**config.mk**
```make
export PLATFORM = sky130hd
export DESIGN_NAME = calc_entry_sequencer
export DESIGN_NICKNAME = d
export VERILOG_FILES = /design/src/rtl/calc_entry_sequencer.sv
export SDC_FILE = /design/constraint.sdc
export NUM_CORES = 1
export LEC_CHECK = 0
export BUFFER_PORTS_ARGS = -buffer_cell sky130_fd_sc_hd__buf_4
export CAP_MARGIN = 20
export CORE_MARGIN = 2
export CORE_UTILIZATION = 47
export CTS_CLUSTER_SIZE = 8
export DETAILED_ROUTE_END_ITERATION = 16
export PLACE_DENSITY = 0.77
export SYNTH_ARGS = -nofsm -noshare
export SYNTH_HDL_FRONTEND = slang
export SYNTH_SLANG_ARGS = --single-unit
```
**constraint.sdc**
```tcl
create_clock -name clk -period 1.18 [get_ports clk]
set_input_delay 0.059 -clock clk [delete_from_list [all_inputs] [get_ports clk]]
set_output_delay 0.059 -clock clk [all_outputs]
set_load 0.05 [all_outputs]
```
**src/rtl/calc_entry_sequencer.sv**
```systemverilog
// Operand-entry sequencer for the 4-bit arithmetic unit: A, op, B, execute, show.
// Optional running-total chaining from the result screen is enabled by defining CALC_CHAIN_EN.
module calc_entry_sequencer #(
    parameter int WIDTH = 4
) (
    input  logic             clk,
    input  logic             reset,
    input  logic [WIDTH-1:0] sw_value,
    input  logic             btn_enter,
    input  logic             btn_add,
    input  logic             btn_sub,
    input  logic             btn_clear,
    input  logic [WIDTH-1:0] result_in,
    output logic [WIDTH-1:0] operand1,
    output logic [WIDTH-1:0] operand2,
    output logic             operation,
    output logic [WIDTH-1:0] result_q,
    output logic             result_valid,
    output logic [2:0]       state_o
);

    typedef enum logic [2:0] {
        S_A    = 3'd0,
        S_OP   = 3'd1,
        S_B    = 3'd2,
        S_EXEC = 3'd3,
        S_SHOW = 3'd4
    } state_t;

    state_t           state_reg, state_next;
    logic [WIDTH-1:0] operand1_reg, operand1_next;
    logic [WIDTH-1:0] operand2_reg, operand2_next;
    logic             operation_reg, operation_next;
    logic [WIDTH-1:0] result_reg, result_next;
    logic             valid_reg, valid_next;

    always_ff @(posedge clk) begin
        if (reset) begin
            state_reg     <= S_A;
            operand1_reg  <= '0;
            operand2_reg  <= '0;
            operation_reg <= 1'b0;
            result_reg    <= '0;
            valid_reg     <= 1'b0;
        end else begin
            state_reg     <= state_next;
            operand1_reg  <= operand1_next;
            operand2_reg  <= operand2_next;
            operation_reg <= operation_next;
            result_reg    <= result_next;
            valid_reg     <= valid_next;
        end
    end

    always_comb begin
        state_next     = state_reg;
        operand1_next  = operand1_reg;
        operand2_next  = operand2_reg;
        operation_next = operation_reg;
        result_next    = result_reg;
        valid_next     = valid_reg;

        // Clear and any illegal state code both collapse to the reset image.
        if (btn_clear) begin
            state_next     = S_A;
            operand1_next  = '0;
            operand2_next  = '0;
            operation_next = 1'b0;
            result_next    = '0;
            valid_next     = 1'b0;
        end else begin
            case (state_reg)
                S_A: begin
                    if (btn_enter) begin
                        operand1_next = sw_value;
                        state_next    = S_OP;
                    end
                end
                S_OP: begin
                    if (btn_add) begin
                        operation_next = 1'b1;
                        state_next     = S_B;
                    end else if (btn_sub) begin
                        operation_next = 1'b0;
                        state_next     = S_B;
                    end
                end
                S_B: begin
                    if (btn_enter) begin
                        operand2_next = sw_value;
                        state_next    = S_EXEC;
                    end
                end
                S_EXEC: begin
                    result_next = result_in;
                    valid_next  = 1'b1;
                    state_next  = S_SHOW;
                end
                S_SHOW: begin
                    if (btn_enter) begin
                        valid_next = 1'b0;
                        state_next = S_A;
                    end
`ifdef CALC_CHAIN_EN
                    // Running total: the shown result becomes the next A operand.
                    else if (btn_add || btn_sub) begin
                        operand1_next  = result_reg;
                        operation_next = btn_add;
                        valid_next     = 1'b0;
                        state_next     = S_B;
                    end
`endif
                end
                default: begin
                    state_next     = S_A;
                    operand1_next  = '0;
                    operand2_next  = '0;
                    operation_next = 1'b0;
                    result_next    = '0;
                    valid_next     = 1'b0;
                end
            endcase
        end
    end

    assign operand1     = operand1_reg;
    assign operand2     = operand2_reg;
    assign operation    = operation_reg;
    assign result_q     = result_reg;
    assign result_valid = valid_reg;
    assign state_o      = state_reg;

endmodule
```
-- After elaboration in Yosys (flattened, before gate mapping)
Cells that the tools add are included.
- add/subtract/negate cells: 0
- multiply operators: 0
- div/mod/pow operators: 0
- magnitude comparators: 0
- eq/ne operators: 8
- shift operators: 0
- muxes and demuxes: 15
- bitwise operators: 4
- reduce and logical (&&, ||, !) cells: 12
- operator list (kind ; count):
    one-hot mux 4 bit (2 select lines) ; 3
    OR reduction 4 bit ; 4
    two-way mux 3 bit ; 5
    one-hot mux 3 bit (5 select lines) ; 1
    AND reduction 2 bit ; 4
    == test 3 x 2 -> 1 bit, second input constant ; 2
    inequality test 2 bit, second input constant ; 3
    two-way mux 4 bit ; 1
    inverter 1 bit ; 4
    AND reduction 4 bit ; 1
    == test 3 x 1 -> 1 bit, second input constant ; 1
    == test 3 bit, second input constant ; 1
    zero test 3 bit ; 1
    two-way mux 1 bit ; 3
    inequality test 3 bit, second input constant ; 1
    one-hot mux 1 bit (3 select lines) ; 1
    OR reduction 3 bit ; 1
    one-hot mux 1 bit (2 select lines) ; 1
    OR reduction 2 bit ; 1
- flip-flop bits (word level): 17
- latch bits: 0
- RAM bits: 0
- bits in read-only memories: 0
- input bits: 14
- output and inout bits: 17
- word-level logic and storage cells: 45
- memories: 0

-- Depth between registers and ports, before layout
- depth after elaboration: 4
- depth in mapped cells: 5
- depth with buffers taken out: 3

-- Worst setup path after synthesis
Ideal clock, no wire load.
- path kind: register to register
- start: register state_reg[1] (netlist: state_o[1])
- end: register state_reg[0] (netlist: state_o[0])
- setup time: 122 ps
- data arrival time: 1293 ps
- data required time: 1058 ps
- setup slack: -236 ps
- stages on the path, launching flop included: 5
- path buffers: 1
- clock period less this slack: 1416 ps
- path through: dfxtp_1 -> buf_4 -> and2b_2 -> a21oi_1 -> nor3_1
- word-level cells in the longest chain between the ends: 3
- elaborated cells on any way between the ends: 11
- classes of those cells: eq/ne: 8; mux: 1; reduce/logical: 2
- RTL lines (item ; line ; text):
    start, declared ; 30 ; state_t state_reg, state_next;
    start signal, assigned ; 46 ; state_reg <= state_next;
    == test 3 x 1 -> 1 bit, or another cell as far along ; 72 ; case (state_reg)
    inequality test 3 bit (no line) / inequality test 2 bit (equally long branches) ; n/a ;
    AND reduction 4 bit (no line) ; n/a ;
Several ways; a longest one is shown, not always the timed one.
A chain may end at the register's enable or synchronous reset.

-- Final worst setup path
- start: register state_reg[2] (netlist: state_o[2])
- end: register result_reg[3] (netlist: result_q[3])
- word-level cells in the longest chain between the ends: 3
- elaborated cells on any way between the ends: 7
- classes of those cells: eq/ne: 4; mux: 1; reduce/logical: 2
- RTL lines (item ; line ; text):
    == test 3 bit, or another cell as far along ; 72 ;
    OR reduction 4 bit (no line) ; n/a ;
    one-hot mux 4 bit (2 select lines) ; 72 ;
    end signal, assigned ; 50 ; result_reg <= result_next;
    end, declared ; 34 ; logic [WIDTH-1:0] result_reg, result_next;
Several ways; a longest one is shown, not always the timed one.

==> out/metrics.cfg <==
[floorplanning]
io_pins=31
die_area_um2=2100
initial_core_util_pct=48.7
die_y_um=45.9
fp-row-count=15
die_width_um=45.9
fp.coreArea_um2=1690

[clocking]
cts_buffers=3
clk_latency_ns=0.28
cts_setup_buffers=0
ctsHtreeMaxLevel=1
cts_root_buf=clkbuf_4
clk_pin_slew_ns=0.10
clk_path_buf_depth=2
cts_resized=0
cts_tree=yes
cts_hold_buf=0
cts.sinks=17

[logic_synthesis]
synth_fp_nets=106
ys_ff_latch=17
yosysTopAreaCellShare_pct=41.3
synth_compound_area_share_pct=18.1
yosys-top-cells-count=17 x dfxtp_1, 17 x nand2_1, 8 x a21oi_1, 6 x nand2b_1, 6 x nor2_1
syn_avg_cell_area_um2=8.95
yosysWarnings=0
synth_fa_ha_area_share_pct=1.37
syn_area_um2=823
synthArstFlopShare_pct=0
yosys-mux-area-fraction_pct=4.86
synth_top_family_by_area=simple AND/OR/NAND/NOR gates
synth-edff-count=0
synth_ff_type=dfxtp_1
yosys.area_share.simple_pct=28.9
synth_seq_area_share_pct=41.3
yosysTopAreaCell=dfxtp_1
syn_inst=92
synth-xor-area-share_pct=0
yosys-top-cells-area=dfxtp_1 41%, nand2_1 7.8%, a21oi_1 4.9%, a32o_1 4.9%, mux2i_1 4.9%
synth.distinct_cells=28

[placed_design]
globalplace.congestion=0.786
dp_hpwl_um=1320
io_buffers=30
place_area_um2=1050

[critical_path]
cp-end-kind=register
critPathKind=register to register
reg2reg_to=result_q[3]
cp_slowest_cell=dfxtp_4
crit_fanout=20
rrSetupSlack_ns=0.08
start_kind=register
worstPathArrival_ns=1.32
crit_path_max_incr_delay_ns=0.42
r2r_cells=3
crit_chain=maj3_2, nand2b_1, a21oi_1
critPathRequiredTime_ns=1.39
rr_startpoint=state_o[2]

[timing]
tns_ns=0
maxSlewViolCount=0
clock.fmax_ghz=0.908
fin_crit_sh_pct=93.3
hold_violations=0
setup_violations=0
skew_ns=0.00406
worst_pin_slew_ns=0.301
maxSlewHeadroom_pct=79.9
grt_setup_unrepaired=false
min_period_ns=1.10

[min_path]
min_path_cells=3
min_to=result_q[0]
holdCritStartpoint=result_in[0]
hold_path_class=input pin to register

[power]
ir_drop_uv=449
powerDensity_nw_per_um2=956
leakage_nw=0.460

[grt]
grt_first_pass_wirelength_um=2800
grt_start_max_net_pins=21
antenna_found_initial=0
grt_pass1_vias=694
grt_overflow=0
groute.usage.overall_pct=18.1

[route]
avgRoutedWirePerCell_um=12.5
drtIter0Drc=14
drc=0
vias=759
detail-route-antenna-nets=0
drt_wl_total_um=1740
dr.pass1.iters=4
avgViaCountPerCell=5.46

[run]
maxCapViolCount=0

[cells_and_area]
syn2layout_area_growth_pct=30.9
final_area_um2=1080
drive_above_1_share_pct=36.9
fin_nets=137
n_antenna_cell=0

[run_status]
outcome=complete, no violations

-- routing by layer --
metal  up-vias  global-route usage [%]  routed length [um]  part of all wire [%]
met5         -                       0                   0                     0
li1        385                       -                   -                     -
met4         0                    6.86                  15                  0.86
met2        21                    30.0                 858                    49
met3         2                    3.97                 103                   5.9
met1       351                    22.5                 757                    44
-- cell usage in the layout, fill, tap and decap left out, types with 3 or more instances in the layout --
master,instances
nor2_1,6
a32o_1,4
buf_4,32
mux2i_1,4
nand4b_1,4
o21ai_0,4
nand2_1,17
dfxtp_4,3
dfxtp_1,14
nand2b_1,6
a21oi_1,8
clkbuf_4,3
-- logic make-up (layout without fill, tap and decap cells) --
logic type | after synthesis | after routing
AOI/OAI and AO/OA | 21 | 21
adders and majority gates | 1 | 1
buffers and inverters | 6 | 36
DFF | 17 | 17
muxes | 4 | 4
and+or+nand+nor | 43 | 43
-- critical path, delay by kind of cell, from the launching register on --
kind                     cells  cell delay, ns
flip-flops                   1            0.42
AO/OA/AOI/OAI                1            0.11
adder cells (fa/ha/maj)      1            0.36
AND/OR/NAND/NOR              1            0.15
-- report_power, final --
group / internal (mW) / total, mW / switching [mW]
combinational: 0.0652 / 0.143 / 0.0774
clock: 0.131 / 0.298 / 0.167
sequential: 0.576 / 0.590 / 0.0135
total: 0.772 / 1.03 / 0.258
-- per-stage QoR --
stage	power [mW]	hold WS (ns)	worst slack (ns)	std cells	utilization (%)
5_1_grt	1.08	0.0161	0.00494	139	63.8
2_1_floorplan	0.685	0.199	0.0204	92	-
6_report	1.03	0.0235	0.0786	139	63.8
3_3_place_gp	0.745	0.319	0.0808	135	62.1
3_5_place_dp	0.747	0.323	0.0499	135	62.1
4_1_cts	1.05	0.0179	0.0201	139	63.6
-- cell type report --
| type | instances | area, um^2 |
|---|---|---|
| fillers | 160 | 612 |
| multi-input cells | 69 | 438 |
| flip-flops and latches | 17 | 352 |
| repair buffers | 32 | 240 |
| clock buffers | 4 | 26.3 |
| well taps | 17 | 21.3 |
-- worst max path at each step --
| stage | endpoint | cells past startpoint | slack, ns | from |
|---|---|---|---|---|
| 6_report | result_q[3] | 3 | 0.08 | state_o[2] |
| 5_1_grt | result_q[2] | 3 | 0.005 | state_o[2] |
| 4_1_cts | operand2[2] | 3 | 0.02 | state_o[0] |
| 3_5_place_dp | operand1[3] | 3 | 0.05 | state_o[0] |
| 3_3_place_gp | operand1[2] | 3 | 0.08 | state_o[0] |
| 2_1_floorplan | result_q[0] | 4 | 0.02 | state_o[2] |
No activity file was read; power rests on OpenSTA's default activity.
